`src/rtl/i2c_slave.sv`:
```
// I2C target at a fixed 7-bit address. SDA is open-drain via i2c_sda_oe; SCL is input-only.
// Latency: 3 clk from pin edge to action (5 clk when I2C_SLAVE_GLITCH_FILTER_EN is defined).
// Backpressure: none. SCL is never stretched; the client takes rx_valid bytes and supplies data_slave on tx_load.
module i2c_slave #(
  parameter logic [6:0] SLAVE_ADDR = 7'b1100110
) (
  input  logic       clk,
  input  logic       reset,
  input  logic       i2c_scl,
  input  logic       i2c_sda_in,
  output logic       i2c_sda_oe,
  input  logic [7:0] data_slave,
  output logic [7:0] data_master,
  output logic       rx_valid,
  output logic       tx_load,
  output logic       rw,
  output logic       busy
);
  typedef enum logic [2:0] {
    IDLE, ADDR, ADDR_ACK, WR_DATA, WR_ACK, RD_DATA, RD_ACK, IGNORE
  } state_t;

  state_t     state, state_nxt;
  logic [1:0] scl_sync, sda_sync;
  logic       scl, sda, scl_d, sda_d;
  logic       scl_rise, scl_fall, start_c, stop_c;
  logic [2:0] bit_cnt, cnt_nxt;
  logic       full, full_nxt;
  logic [7:0] shreg, sh_nxt, txsh, tx_nxt, dm_nxt;
  logic       oe_nxt, rxv_nxt, txl_nxt, rw_nxt, busy_nxt;

  // two-flop synchronizers; reset to idle-bus level so no edge appears at reset release
  always_ff @(posedge clk or posedge reset) begin
    if (reset) begin
      scl_sync <= 2'b11;
      sda_sync <= 2'b11;
    end else begin
      scl_sync <= {scl_sync[0], i2c_scl};
      sda_sync <= {sda_sync[0], i2c_sda_in};
    end
  end

`ifdef I2C_SLAVE_GLITCH_FILTER_EN
  logic [1:0] scl_hist, sda_hist;
  logic       scl_filt, sda_filt;

  // majority of three consecutive synced samples rejects single-cycle pulses
  always_ff @(posedge clk or posedge reset) begin
    if (reset) begin
      scl_hist <= 2'b11;
      sda_hist <= 2'b11;
      scl_filt <= 1'b1;
      sda_filt <= 1'b1;
    end else begin
      scl_hist <= {scl_hist[0], scl_sync[1]};
      sda_hist <= {sda_hist[0], sda_sync[1]};
      scl_filt <= (scl_sync[1] & scl_hist[0]) | (scl_sync[1] & scl_hist[1]) | (scl_hist[0] & scl_hist[1]);
      sda_filt <= (sda_sync[1] & sda_hist[0]) | (sda_sync[1] & sda_hist[1]) | (sda_hist[0] & sda_hist[1]);
    end
  end

  assign scl = scl_filt;
  assign sda = sda_filt;
`else
  assign scl = scl_sync[1];
  assign sda = sda_sync[1];
`endif

  // previous-cycle copies for edge detection
  always_ff @(posedge clk or posedge reset) begin
    if (reset) begin
      scl_d <= 1'b1;
      sda_d <= 1'b1;
    end else begin
      scl_d <= scl;
      sda_d <= sda;
    end
  end

  assign scl_rise = scl & ~scl_d;
  assign scl_fall = ~scl & scl_d;
  assign start_c  = scl & sda_d & ~sda;
  assign stop_c   = scl & ~sda_d & sda;

  // state and datapath registers
  always_ff @(posedge clk or posedge reset) begin
    if (reset) begin
      state       <= IDLE;
      bit_cnt     <= 3'd0;
      full        <= 1'b0;
      shreg       <= 8'h00;
      txsh        <= 8'h00;
      i2c_sda_oe  <= 1'b0;
      data_master <= 8'h00;
      rx_valid    <= 1'b0;
      tx_load     <= 1'b0;
      rw          <= 1'b0;
      busy        <= 1'b0;
    end else begin
      state       <= state_nxt;
      bit_cnt     <= cnt_nxt;
      full        <= full_nxt;
      shreg       <= sh_nxt;
      txsh        <= tx_nxt;
      i2c_sda_oe  <= oe_nxt;
      data_master <= dm_nxt;
      rx_valid    <= rxv_nxt;
      tx_load     <= txl_nxt;
      rw          <= rw_nxt;
      busy        <= busy_nxt;
    end
  end

  // next-state and outputs; START/STOP take priority over any SCL edge in the same cycle
  always_comb begin
    state_nxt = state;
    cnt_nxt   = bit_cnt;
    full_nxt  = full;
    sh_nxt    = shreg;
    tx_nxt    = txsh;
    oe_nxt    = i2c_sda_oe;
    dm_nxt    = data_master;
    rxv_nxt   = 1'b0;
    txl_nxt   = 1'b0;
    rw_nxt    = rw;
    busy_nxt  = busy;
    if (stop_c) begin
      state_nxt = IDLE;
      oe_nxt    = 1'b0;
      busy_nxt  = 1'b0;
    end else if (start_c) begin
      state_nxt = ADDR;
      oe_nxt    = 1'b0;
      busy_nxt  = 1'b0;
      cnt_nxt   = 3'd0;
      full_nxt  = 1'b0;
    end else begin
      case (state)
        ADDR, WR_DATA: begin
          // full marks that the 8th bit has been shifted; the byte is acted on at the next SCL fall
          if (scl_rise) begin
            sh_nxt  = {shreg[6:0], sda};
            cnt_nxt = bit_cnt + 3'd1;
            if (bit_cnt == 3'd7) full_nxt = 1'b1;
          end else if (scl_fall && full) begin
            full_nxt = 1'b0;
            if (state == ADDR) begin
              if (shreg[7:1] == SLAVE_ADDR) begin
                rw_nxt    = shreg[0];
                oe_nxt    = 1'b1;
                busy_nxt  = 1'b1;
                state_nxt = ADDR_ACK;
              end else begin
                state_nxt = IGNORE;
              end
            end else begin
              dm_nxt    = shreg;
              rxv_nxt   = 1'b1;
              oe_nxt    = 1'b1;
              state_nxt = WR_ACK;
            end
          end
        end
        ADDR_ACK: begin
          if (scl_fall) begin
            oe_nxt  = 1'b0;
            cnt_nxt = 3'd0;
            if (rw) begin
              txl_nxt   = 1'b1;
              tx_nxt    = data_slave;
              oe_nxt    = ~data_slave[7];
              state_nxt = RD_DATA;
            end else begin
              state_nxt = WR_DATA;
            end
          end
        end
        WR_ACK: begin
          if (scl_fall) begin
            oe_nxt    = 1'b0;
            cnt_nxt   = 3'd0;
            state_nxt = WR_DATA;
          end
        end
        RD_DATA: begin
          // the MSB is already on the bus; each fall presents the next bit, the 8th fall releases
          if (scl_fall) begin
            if (bit_cnt == 3'd7) begin
              oe_nxt    = 1'b0;
              cnt_nxt   = 3'd0;
              full_nxt  = 1'b0;
              state_nxt = RD_ACK;
            end else begin
              tx_nxt  = {txsh[6:0], 1'b0};
              oe_nxt  = ~txsh[6];
              cnt_nxt = bit_cnt + 3'd1;
            end
          end
        end
        RD_ACK: begin
          // here full remembers that the master ACKed on the preceding rise
          if (scl_rise) begin
            if (sda) begin
              state_nxt = IGNORE;
              busy_nxt  = 1'b0;
            end else begin
              full_nxt = 1'b1;
            end
          end else if (scl_fall && full) begin
            full_nxt  = 1'b0;
            txl_nxt   = 1'b1;
            tx_nxt    = data_slave;
            oe_nxt    = ~data_slave[7];
            cnt_nxt   = 3'd0;
            state_nxt = RD_DATA;
          end
        end
        IGNORE: begin
          oe_nxt   = 1'b0;
          busy_nxt = 1'b0;
        end
        default: begin
        end
      endcase
    end
  end
endmodule

```
`config.mk`:
```
export PLATFORM = sky130hd
export DESIGN_NAME = i2c_slave
export DESIGN_NICKNAME = d
export VERILOG_FILES = /design/src/rtl/i2c_slave.sv
export SDC_FILE = /design/constraint.sdc
export NUM_CORES = 1
export LEC_CHECK = 0
export BUFFER_PORTS_ARGS = -buffer_cell sky130_fd_sc_hd__buf_2
export CAP_MARGIN = 10
export CORE_AREA = 2 2 72 67
export CTS_CLUSTER_SIZE = 28
export DETAILED_ROUTE_END_ITERATION = 7
export DIE_AREA = 0 0 74 69
export HOLD_SLACK_MARGIN = 0.03
export PLACE_DENSITY_LB_ADDON = 0.15
export SETUP_SLACK_MARGIN = 0.3
export SLEW_MARGIN = 10
export SYNTH_ARGS = -nofsm -noshare
export SYNTH_HDL_FRONTEND = slang
export SYNTH_SLANG_ARGS = --single-unit
```
`constraint.sdc`:
```
create_clock -name clk -period 1.75 [get_ports clk]
set_input_delay 0.2625 -clock clk [delete_from_list [all_inputs] [get_ports clk]]
set_output_delay 0.2625 -clock clk [all_outputs]
set_load 0.01 [all_outputs]
```
* Yosys cells after proc, flatten, opt, wreduce, memory -nomap -nowiden *
Cells that the tools add are included.

storage, ports and cells
  flip-flop bits (word level) = 41
  input bits = 12
  output and inout bits = 13
  word-level logic and storage cells = 162

operators by class
  add/sub/neg operators = 1
  equality and inequality tests = 38
  mux-type cells = 74
  bitwise gates (word level) = 16
  reductions and logical operators = 18

operators by type and width
  operator                                                          count
  3-bit two-way mux                                                 21
  4-bit inequality test (second input constant)                     14
  7-bit two-way mux                                                 6
  1-bit two-way mux                                                 40
  9-bit AND reduction                                               3
  7-bit one-hot mux with 3 select lines                             1
  7-bit AND reduction                                               3
  3-bit == test (second input constant)                             5
  3-bit inequality test (second input constant)                     5
  5-bit inequality test (second input constant)                     3
  3-bit one-hot mux with 5 select lines                             1
  2-bit inequality test (second input constant)                     6
  3-bit one-hot mux with 4 select lines                             1
  6-bit AND reduction                                               2
  1-bit NOT                                                         10
  5-bit nonzero test                                                2
  8-bit nonzero test                                                1
  7-bit == test (second input constant)                             1
  7-bit nonzero test                                                1
  1-bit AND                                                         6
  3-bit by 2-bit == test with 1-bit output (second input constant)  2
  1-bit one-hot mux with 3 select lines                             2
  1-bit one-hot mux with 6 select lines                             1
  4-bit AND reduction                                               1
  8 further kinds                                                   9

* Logic depth before layout (Yosys ltp) *
  word-level depth = 8
  mapped depth = 7
  gate-level depth less buffers = 7

* Least setup slack after synthesis *
Ideal clock, no wire load.

  kind = register -> register
  from = reg sda_d
  to = reg state[1]
  setup time = 0.125 ns
  data arrival time = 1.686 ns
  required time = 1.625 ns
  slack = -0.060 ns
  cell stages (with the launch flop) = 8
  path buffers = 2
  period minus slack after synthesis = 1.810 ns
  cell sequence = dfstp_2 -> clkbuf_2 -> xor2_1 -> and2_1 -> buf_6 -> a21oi_1 -> nor3_2 -> mux2_2

between the ends
  word-level cells in the longest chain between the ends = 5
  elaborated cells between the ends (all ways) = 17
  classes of those cells = eq/ne: 8; mux: 2; bitwise: 5; reduce/logical: 2

RTL lines
  item                                                            RTL line  RTL
  start, declared                                                 25        logic scl, sda, scl_d, sda_d;
  start signal, assigned                                          73        sda_d <= 1'b1;
  start signal, assigned                                          76        sda_d <= sda;
  1-bit NOT                                                       83        assign stop_c = scl & ~sda_d & sda;
  1-bit AND (2 in series)                                         83
  5-bit inequality test (no source line) (tied with other cells)  n/a
  9-bit AND reduction (no source line)                            n/a
  end signal, assigned                                            100       state <= state_nxt;
  end, declared                                                   23        state_t state, state_nxt;

Parallel ways exist; a longest one is shown, timed or not.
A chain may end at the register's enable or synchronous reset.

* Worst setup path in the final report *
  from = reg scl_sync[1]
  to = reg state[0]

between the ends
  word-level cells in the longest chain between the ends = 5
  elaborated cells between the ends (all ways) = 22
  classes of those cells = eq/ne: 8; mux: 4; bitwise: 7; reduce/logical: 3

RTL lines
  item                                                                               RTL line       RTL
  start, declared                                                                    24             logic [1:0] scl_sync, sda_sync;
  start signal, assigned                                                             38             scl_sync <= {scl_sync[0], i2c_scl};
  1-bit AND / 1-bit NOT (equally long branches)                                      80, 81
  3-bit two-way mux / 1-bit AND (equally long branches)                              202, 81
  3-bit one-hot mux with 5 select lines / 1-bit logical AND (equally long branches)  138, 145, 209
  3-bit two-way mux (tied with other cells)                                          131            end else if (start_c) begin
  3-bit two-way mux / 9-bit AND reduction (equally long branches)                    n/a

Parallel ways exist; a longest one is shown, timed or not.

==> run summary <==
In this run the cell area of the synthesized design comes to 2180 um2. Hold is met by 0.0582 ns. The reported max-cap violation count came out at 0. The net count after synthesis came out at 199.

The placement-stage worst setup slack is -0.116 ns. The design area is 3140 um2. The vias per cell came out at 5.51. Summing the areas of all and, or, nand and nor instances in the mapped netlist gives 16.4% of the synthesized area. The worst setup margin is -0.0963 ns.

Among all stages on the critical path, the largest delay is contributed by dfstp_2. The checks that failed: setup timing. The count of buffers added on input and output ports is 24. The longest clock path from root to sink contains 2 buffers. The number of global-route vias before repair came out at 1,933. Detailed placement finished with a half-perimeter wire length of 3730 um. The final cell count without fillers came out at 325. The maximum single-stage delay on the critical path came out at 0.68 ns.

The first-pass GRT wire length came out at 9330 um. The count of nets left with antenna violations after detail routing came out at 0. The count of H-tree levels built during CTS came out at 2. The number of placed instances, taps included is 299.

The final cell utilization of the core came out at 72.2%. The height of the chip is 69 um. The count of buffer and inverter cells on the critical path is 2.

The wire length on met2 came out at 2900 um. The DRC marker count from the first detailed-route iteration came out at 124. Along the worst hold path, the cell count comes to 1.

The number of max-slew violations in the final report came out at 0. The worst setup path is launched from a flop. Setup violations remaining at the end of the flow were counted as 18. The fraction of the mapped netlist area in compound gates came out at 11.2%. After the last flow step, the layout net total stands at 276. The time the final worst path needs with I/O delays and setup came out at 1.85 ns.

The data required time at the worst endpoint came out at 1.94 ns. TritonCTS built the clock tree. The overall power of the completed layout came out at 4.71 mW. The actual slew at the worst max-slew pin came out at 0.512 ns. The remaining max-slew budget at the tightest pin came out at 65.9%. Summing the areas of all fa, ha and maj instances in the mapped netlist gives 1.15% of the synthesized area. The proportion of layout cells with a drive suffix above 1 is 62.0%. Leaving out fill and tap cells, the most frequent cell in the layout is buf_4. The final count of hold timing violations is 0. In the layout the commonest cells are 46 x buf_4, 33 x dfrtp_1, 24 x buf_2, 19 x mux2_4, 13 x mux2_2. The tree is rooted in a clkbuf_8. The total CTS buffers is 5. After detailed routing, no signal wire sits above met4. The critical path goes through buf_6, buf_4, nand2_1, a31o_1, o31a_1, a31o_2. The area growth from synthesis to layout is 43.7%.

The post-synthesis area per instance is 11.8 um2. At the end of routability-driven placement, the weighted congestion stood at 0.921. The initial cell density of the core is 50.2%. The critical path crosses 6 cells after its start point. The dominant combinational cell family by area after synthesis is multiplexers. The number of ports placed on the die boundary is 25. In this run the standard cell core region covers 4350 um2. Setup repair after global routing could not meet its margin everywhere. The fraction of the cycle the final worst path needs came out at 106%. After detailed routing, the total wire length is 5730 um. The cell class contributing the biggest share of worst-path delay is compound AO/OA/AOI/OAI gates. In this run, distinct cell masters in the synthesized netlist total 55. Synthesis produced 185 cells. The top achievable clock speed came out at 542 MHz. In the routed design, unresolved DRC markers number 0. The flow ran to the end, but the final reports show violations.

The share of the synthesized netlist area taken by xor and xnor gates came out at 0.802%. The total global-route track usage came out at 23.8%. Data on the critical path arrives at its endpoint at 2.03 ns. The clock transition at the registers of the reported paths came out at 0.08 ns.

The Yosys warning count came out at 0. The final worst clock skew is 0.00453 ns. Summed over all nets, wire length on met3 after detailed routing comes to 232 um. The critical path is of the flop to flop type. The share of synthesized flip-flops with an asynchronous set or reset is 100%. The total clock sinks is 41.

The floorplan has 23 rows. Global routing finished with a remaining overflow of 0. The number of flops mapped to enable cells by yosys is 0.

The setup TNS after final layout came out at -0.494 ns. The routed wire length per instance came out at 17.6 um. The number of inserted diodes is 0.

STA classifies the critical path endpoint as a flop. Dividing total power by cell area gives a power density of 1500 nW/um2. Of all nets on the critical path, the largest fanout is 8. The share of the Yosys chip area taken by registers is 47.3%. The later pin in the worst-skew pair is clocked with a latency of 0.29 ns. The number of antenna violations at the first check in global routing came out at 0.

The width of the die is 74 um. The number of detailed-routing iterations run before antenna repair is 4. The most used flip-flop cell after synthesis is dfrtp_1. The number of vias after detailed routing came out at 1,790. The maximum number of pins on one net before global-route repair is 42. The type of the tightest min-delay check is input pin to flop. The number of buffers added to fix hold violations after cts came out at 0.

The share of synthesized area spent on multiplexers is 18.5%. The floorplan step defined a die boundary enclosing 5110 um2. The detailed-routing wirelength on met1 came out at 2430 um. For the worst flop-to-flop path, the logic depth is 6.

The analysis attributes to cell leakage a power of 1.56 nW. The cell area after placement came out at 2700 um2. The number of synthesized register bits is 41. The peak supply drop came out at 0.000957 V.
cells in the mapped netlist (3+ instances only):
| master | number | area, um2 |
|---|---|---|
| dfrtp_1 | 35 | 876 |
| mux2_2 | 31 | 349 |
| nand2_1 | 12 | 45.0 |
| o21ai_0 | 9 | 45.0 |
| dfstp_2 | 6 | 158 |
| nor2_1 | 6 | 22.5 |
| nand2b_1 | 5 | 31.3 |
| nand3_1 | 5 | 25.0 |
| buf_2 | 4 | 20.0 |
| buf_6 | 4 | 45.0 |
| mux2i_1 | 4 | 40.0 |
| nor3_1 | 4 | 20.0 |
| a21oi_1 | 3 | 15.0 |
| inv_1 | 3 | 11.3 |
| nand3b_1 | 3 | 22.5 |
| nor2b_1 | 3 | 18.8 |
state kept, by name, summed over array words and instances (netlist names):
name	flops
bit_cnt	3
busy	1
data_master	8
full	1
i2c_sda_oe	1
rw	1
rx_valid	1
scl_d	1
scl_sync	2
sda_d	1
sda_sync	2
shreg	8
state	3
tx_load	1
txsh	7
where the power goes:
| part | total (mW) | switching [mW] | internal (mW) |
|---|---|---|---|
| logic | 2.58 | 1.14 | 1.45 |
| clock network | 0.756 | 0.328 | 0.428 |
| registers | 1.37 | 0.193 | 1.17 |
area by class of cell:
class	instances	area [um2]
clock inverters	2	38.8
flip-flops and latches	41	1040
repair buffers	82	623
well taps	62	77.6
fillers	298	1210
clock buffers	6	72.6
multi-input cells	129	1280
inverters	3	11.3
kinds of logic after synthesis:
kind of cell | count (synthesis)
AOI/OAI and AO/OA | 32
xor gates and xnor gates | 2
adders and majority gates | 2
buffers and inverters | 15
DFF | 41
muxes | 36
and+or+nand+nor | 57
routing by layer:
metal / track usage, % / up-vias
met5: 0 / -
met4: 9.70 / 0
met3: 4.68 / 17
met2: 38.7 / 52
met1: 30.7 / 896
li1: - / 825
worst paths after layout:
path                              from  slack, ns             end
max reg2reg                scl_sync[1]       -0.1        state[0]
max in group asynchronous        reset       1.28        state[1]
max                        scl_sync[1]       -0.1        state[0]
min                            i2c_scl       0.06     scl_sync[0]
min reg2reg                scl_sync[0]       0.36     scl_sync[1]
min in group asynchronous        reset       0.08  data_master[5]
what timing repair did:
item | CTS | global route
endpoints found under the hold margin | 0 | 0
setup endpoints to repair | 34 | 33
pin swaps | 10 | 6
gates resized for setup | 30 | 18
buffers inserted | 14 | 4
Note: power is estimated with default switching activity, not from simulation.
